`src/rtl/vga_timing_gen_pkg.sv`:
```
// Shared video timing constants: default 640x480@60 segment lengths and the
// line/frame total derivation, also used for window bounds by the text overlay.
package vga_timing_gen_pkg;

  localparam int COORD_W   = 10;
  localparam int MAX_TOTAL = 1 << COORD_W;

  localparam int DEF_CLK_DIV  = 2;
  localparam int DEF_H_ACTIVE = 640;
  localparam int DEF_H_FP     = 16;
  localparam int DEF_H_SYNC   = 96;
  localparam int DEF_H_BP     = 48;
  localparam int DEF_V_ACTIVE = 480;
  localparam int DEF_V_FP     = 10;
  localparam int DEF_V_SYNC   = 2;
  localparam int DEF_V_BP     = 33;

  function automatic int timing_total(input int active, input int fp,
                                      input int sync, input int bp);
    return active + fp + sync + bp;
  endfunction

  localparam int DEF_H_TOTAL = timing_total(DEF_H_ACTIVE, DEF_H_FP, DEF_H_SYNC, DEF_H_BP);
  localparam int DEF_V_TOTAL = timing_total(DEF_V_ACTIVE, DEF_V_FP, DEF_V_SYNC, DEF_V_BP);

  typedef struct packed {
    logic [COORD_W-1:0] x;
    logic [COORD_W-1:0] y;
    logic               hsync;
    logic               vsync;
    logic               active;
    logic               pix_stb;
    logic               newline;
    logic               newframe;
  } vga_out_t;

endpackage

```
`src/rtl/pix_strobe_div.sv`:
```
// Pixel-enable divider: tick is high for one clk every CLK_DIV clks while en,
// or every clk when CLK_DIV is 1. The count is parked at 0 while disabled.
module pix_strobe_div
  import vga_timing_gen_pkg::*;
#(
  parameter int CLK_DIV = DEF_CLK_DIV
)(
  input  logic clk,
  input  logic rst,
  input  logic en,
  output logic tick
);

  localparam int            DW   = (CLK_DIV > 1) ? $clog2(CLK_DIV) : 1;
  localparam logic [DW-1:0] LAST = DW'(CLK_DIV - 1);

  logic [DW-1:0] cnt;

  always_ff @(posedge clk or posedge rst) begin
    if (rst)                     cnt <= '0;
    else if (!en || cnt == LAST) cnt <= '0;
    else                         cnt <= cnt + 1'b1;
  end

  assign tick = en && (cnt == LAST);

endmodule

```
`src/rtl/vga_timing_gen.sv`:
```
// VGA raster timing: pixel/line counters with sync, active and pulse outputs,
// all registered from the same next-state so every output describes one (x,y).
module vga_timing_gen
  import vga_timing_gen_pkg::*;
#(
  parameter int CLK_DIV  = DEF_CLK_DIV,
  parameter int H_ACTIVE = DEF_H_ACTIVE,
  parameter int H_FP     = DEF_H_FP,
  parameter int H_SYNC   = DEF_H_SYNC,
  parameter int H_BP     = DEF_H_BP,
  parameter int V_ACTIVE = DEF_V_ACTIVE,
  parameter int V_FP     = DEF_V_FP,
  parameter int V_SYNC   = DEF_V_SYNC,
  parameter int V_BP     = DEF_V_BP,
  parameter bit HS_POL   = 1'b0,
  parameter bit VS_POL   = 1'b0
)(
  input  logic               clk,
  input  logic               rst,
  input  logic               en,
  output logic [COORD_W-1:0] x,
  output logic [COORD_W-1:0] y,
  output logic               hsync,
  output logic               vsync,
  output logic               active,
  output logic               pix_stb,
  output logic               newline,
  output logic               newframe
);

  localparam int H_TOTAL  = timing_total(H_ACTIVE, H_FP, H_SYNC, H_BP);
  localparam int V_TOTAL  = timing_total(V_ACTIVE, V_FP, V_SYNC, V_BP);
  localparam int HS_START = H_ACTIVE + H_FP;
  localparam int HS_END   = HS_START + H_SYNC;
  localparam int VS_START = V_ACTIVE + V_FP;
  localparam int VS_END   = VS_START + V_SYNC;

  if (CLK_DIV < 1 || CLK_DIV > 4 || H_TOTAL > MAX_TOTAL || V_TOTAL > MAX_TOTAL ||
      H_TOTAL < 1 || V_TOTAL < 1) begin : g_param_err
    $error("vga_timing_gen: illegal timing parameters");
  end

  logic     tick;
  logic     x_wrap, y_wrap;
  logic [COORD_W-1:0] x_nx, y_nx;
  vga_out_t st, nx;

  pix_strobe_div #(.CLK_DIV(CLK_DIV)) u_div (
    .clk  (clk),
    .rst  (rst),
    .en   (en),
    .tick (tick)
  );

  // >= rather than == so a corrupted count still wraps back into range
  assign x_wrap = int'(st.x) >= H_TOTAL - 1;
  assign y_wrap = int'(st.y) >= V_TOTAL - 1;

  always_comb begin
    x_nx = st.x;
    y_nx = st.y;
    if (!en) begin
      x_nx = '0;
      y_nx = '0;
    end else if (tick) begin
      x_nx = x_wrap ? '0 : st.x + 1'b1;
      if (x_wrap) y_nx = y_wrap ? '0 : st.y + 1'b1;
    end
  end

  // Outputs decode the next position so they land in the same cycle as x/y
  always_comb begin
    nx          = '0;
    nx.x        = x_nx;
    nx.y        = y_nx;
    nx.hsync    = (en && int'(x_nx) >= HS_START && int'(x_nx) < HS_END) ? HS_POL : !HS_POL;
    nx.vsync    = (en && int'(y_nx) >= VS_START && int'(y_nx) < VS_END) ? VS_POL : !VS_POL;
    nx.active   = en && int'(x_nx) < H_ACTIVE && int'(y_nx) < V_ACTIVE;
    nx.pix_stb  = tick;
    nx.newline  = tick && x_wrap;
    nx.newframe = tick && x_wrap && y_wrap;
  end

  always_ff @(posedge clk or posedge rst) begin
    if (rst) begin
      st       <= '0;
      st.hsync <= !HS_POL;
      st.vsync <= !VS_POL;
    end else begin
      st <= nx;
    end
  end

  assign x        = st.x;
  assign y        = st.y;
  assign hsync    = st.hsync;
  assign vsync    = st.vsync;
  assign active   = st.active;
  assign pix_stb  = st.pix_stb;
  assign newline  = st.newline;
  assign newframe = st.newframe;

endmodule

```
`config.mk`:
```
export PLATFORM = sky130hd
export DESIGN_NAME = vga_timing_gen
export DESIGN_NICKNAME = d
export VERILOG_FILES = /design/src/rtl/vga_timing_gen_pkg.sv /design/src/rtl/pix_strobe_div.sv /design/src/rtl/vga_timing_gen.sv
export SDC_FILE = /design/constraint.sdc
export NUM_CORES = 1
export LEC_CHECK = 0
export CAP_MARGIN = 20
export CORE_ASPECT_RATIO = 0.7
export CORE_MARGIN = 10
export CORE_UTILIZATION = 35
export DETAILED_ROUTE_END_ITERATION = 8
export PLACE_DENSITY_LB_ADDON = 0.08
export REMOVE_ABC_BUFFERS = 1
export SLEW_MARGIN = 20
export SYNTH_ARGS = -nofsm -noshare
export SYNTH_HDL_FRONTEND = slang
export SYNTH_SLANG_ARGS = --single-unit
```
`constraint.sdc`:
```
create_clock -name clk -period 4 [get_ports clk]
set_clock_uncertainty 0.1 [all_clocks]
set_input_delay 0.8 -clock clk [delete_from_list [all_inputs] [get_ports clk]]
set_output_delay 0.8 -clock clk [all_outputs]
set_load 0.01 [all_outputs]
```
# Yosys cells after proc, flatten, opt, wreduce, memory -nomap -nowiden
# Index checks and enable logic that the tools add are counted.
[word_totals]
register_bits = 27
output_inout_bits = 26
elab_cells = 41
[classes]
addsub = 3
magnitude_cmp = 8
n_mux = 10
n_reduce_logical = 11
[ops]
columns = ["op", "count"]
rows = [
  ["2-to-1 mux 10 bit", 7],
  ["greater-or-equal comparator 10 bit, second input constant", 3],
  ["adder 10 x 1 -> 10 bit, second input constant", 2],
  ["< comparator 10 bit, second input constant", 2],
  ["< comparator 10 x 9 -> 1 bit, second input constant", 2],
  ["greater-or-equal comparator 10 x 9 -> 1 bit, second input constant", 1],
  ["logical AND 1 bit", 9],
  ["2-to-1 mux 1 bit", 3],
  ["adder 1 bit, second input constant", 1],
  ["logical NOT 1 bit", 1],
  ["logical OR 1 bit", 1],
]

# Longest topological paths before layout
[logic_depth]
depth_word = 9
ltp_mapped = 8
depth_no_buf = 8

# Modules after synthesis
# A second synthesis with hierarchy kept.
[unflattened]
cells_unflattened = 146
hier_area_um2 = 1500.2
[by_module_without_submodules]
columns = ["module", "instances", "cells_per_inst", "area_each_um2", "seq_area_each_um2"]
rows = [
  ["vga_timing_gen", 1, 142, 1455.1, 653.1],
  ["pix_strobe_div", 1, 4, 45.0, 25.0],
]

# Least setup slack after synthesis
# Ideal clock, no wire load.
[synth_timing]
kind = "register to register"
from = "register st, in the netlist x[0]"
to = "register st, in the netlist active"
setup_ns = 0.111
arrival_ns = 2.053
required_time_ns = 3.789
setup_slack_ns = 1.736
path_stages_with_launch = 9
n_path_buf = 0
synth_period_minus_slack_ns = 2.264
cell_sequence = "dfrtp_1 -> ha_1 -> nand4_1 -> a211o_2 -> clkinv_4 -> nand4_1 -> xor2_1 -> nor4b_4 -> a2111oi_2"
[synth_rtl]
columns = ["item", "line", "rtl"]
rows = [
  ["start, declared", "vga_timing_gen.sv:46", "vga_out_t st, nx;"],
  ["start signal, assigned", "vga_timing_gen.sv:90", "st <= nx;"],
]

==> metrics.cfg <==
[outcome]
status=complete, no violations

[clocking]
clockRootBuffer=clkbuf_8
hold_buffers=0
cts_made_buffers=3
clk_latency_ns=0.27
cts_tree=done
h-tree-depth=1
clkTransAtPathRegs_ns=0.09
postCtsResizedCells=0
clock_sinks=27
post_cts_buffers=0
clockBufferDepth=2

[setup_path]
path_delay_family=buffers and inverters
crit_path_cell_trace=clkdlybuf4s50_1 -> nand2_4 -> a211o_2 -> clkinv_4 -> nand4_1 -> xor2_1 -> nor4b_4 -> a2111oi_2
crit_fanout=11
path_buf_inv=2
crit_slowest_cell=clkdlybuf4s50_1
cp-end-kind=flip-flop
arrival_ns=3.03
cp.required_ns=4.06
startpoint_type=primary input
cpPeakStageDelay_ns=0.78
worstSetupPathType=primary input to flip-flop

[route]
wirelength_mm=4.12
drtIter0Drc=168
first_pass_iters=4
ant_nets=0
wire_per_inst_um=16.3
post-route-drc-count=0
vias=1332
via_per_inst=5.26

[grt]
track_usage_pct=10.4
gr-total-overflow=0
grt_pass1_wl_mm=6.62
grt_pass1_vias=1282
antenna_found_initial=0
grt_max_degree=28

[sta]
setup_ws_ns=1.03
rsz0062_at_grt=false
relSlewSlack_pct=61.4
fin_crit_sh_pct=74.3
maxSlewViolCount=0
fmax_ghz=0.336
setup_tns_ns=0
setup_viol=0
final_hold_viol_count=0
whs_ns=0.493
min_period_ns=2.97
worstMarginPinSlew_ns=0.577

[synth]
yosysMostFrequentCell=nor2_1
syn_avg_cell_area_um2=9.28
synth_area_leaders=dfrtp_1 (38%), nor2_1 (6.0%), xor2_1 (4.3%)
ys.flop_type=dfrtp_1
yosys_register_bits=27
syn_inst=176
ys_seq_area_share_pct=41.5
yosys_warnings=0
synth_common_cells=nor2_1 (26), dfrtp_1 (25), nand2_1 (17)
synthArstFlopShare_pct=100
yosysTopAreaCell=dfrtp_1
ys_types=50
synth_area_mm2=0.00163
synth-edff-count=0
synth_top_area_share_pct=38.3

[die]
start_util_pct=36.9
chipHeight_um=77.1
num_rows=20
die-area_mm2=0.00784
die_x_um=102
core_area_mm2=0.00443
io_pins=29

[pwr]
ir_drop_uv=113
power_density_mw_per_mm2=245
p_leak_nw=0.774

[finish]
seqCellArea_um2=678
area_growth_pct=18.8
n_antenna_cell=0
instances_no_fill=253
fin_util_pct=43.8
drive_above_1_share_pct=10.1
final_nets=205
fill_cells=434
multi_input_area_um2=833

[flow_run]
cap_violations=0

[placement]
dp.final_hpwl_mm=3.07
dpl.cell_count=249
place.gp.congestion=0.818
place_ws_ns=0.786
portBuffers=28

[min_path]
hp-class=flip-flop to flip-flop

==> sequential cells by signal, indices dropped and copies added (netlist names) <==
| register | flops |
|---|---|
| u_div.cnt | 1 |
| active | 1 |
| pix_stb | 1 |
| newline | 1 |
| vsync | 1 |
| newframe | 1 |
| x | 10 |
| y | 10 |
| hsync | 1 |
==> tightest hold or removal path: stages (launching register included) <==
cell	delay (ns)
dfrtp_1	0.42
nand2b_1	0.08
a21oi_1	0.05
==> stage by stage <==
stage | cell area (um2) | power (mW)
finish | 1940 | 0.476
global route | 1940 | 0.500
CTS | 1940 | 0.488
detailed placement | 1890 | 0.329
global placement | 1890 | 0.328
floorplan | 1550 | 0.309
==> area by class of cell <==
| class | instances | share of cell area [%] |
|---|---|---|
| multi-input cells | 132 | 43.0 |
| well taps | 55 | 3.55 |
| repair buffers | 28 | 14.5 |
| flip-flops and latches | 27 | 35.0 |
| clock buffers | 4 | 2.32 |
| inverters | 7 | 1.74 |
==> path summary, 6_finish.rpt <==
kind	to	startpoint	slack, ns	cells after the start
worst max-delay path	active$_DFF_PP0_	en	1.03	8
worst min-delay path	x[1]$_DFF_PP0_	x[1]$_DFF_PP0_	0.49	2
worst max register to register	active$_DFF_PP0_	x[0]$_DFF_PP0_	1.49	8
worst min register to register	x[1]$_DFF_PP0_	x[1]$_DFF_PP0_	0.49	2
max in group asynchronous	y[9]$_DFF_PP0_	rst	2.60	2
min in group asynchronous	y[1]$_DFF_PP0_	rst	0.81	2
==> cells in the final DEF (no fill, tap or decap), drive strengths merged, types with 3 or more instances in the layout <==
cell type	n
and2	3
nand3	8
nor3	5
nand2	19
inv	6
nand4	7
dfrtp	25
clkdlybuf4s50	28
ha	3
nand2b	3
xor2	8
clkbuf	4
nor2	26
a21oi	8
o21ai	5
xnor2	4
==> cell families (layout without fill, tap and decap cells) <==
kind of cell / after synthesis / in the layout / share of synthesized area, %
AOI/OAI and AO/OA: 26 / 26 / 11.2
xor gates and xnor gates: 12 / 12 / 6.44
adders and majority gates: 3 / 3 / 2.30
buffers and inverters: 17 / 39 / 7.43
DFF: 27 / 27 / 41.5
muxes: 3 / 3 / 1.92
and+or+nand+nor: 88 / 88 / 29.2
==> layer usage <==
layer / global-route usage, % / vias up / wire, um
met5: 0 / - / 0
met4: 2.56 / 0 / 27
met3: 3.76 / 4 / 271
met2: 13.6 / 39 / 1680
met1: 15.3 / 633 / 2150
li1: - / 656 / -
==> power by group <==
| group | total, mW | internal, mW | switching, mW |
|---|---|---|---|
| clock | 0.153 | 0.0713 | 0.0814 |
| combinational | 0.0395 | 0.0167 | 0.0228 |
| sequential | 0.284 | 0.277 | 0.00652 |
| total | 0.476 | 0.365 | 0.111 |
(Power assumes the default switching activity.)
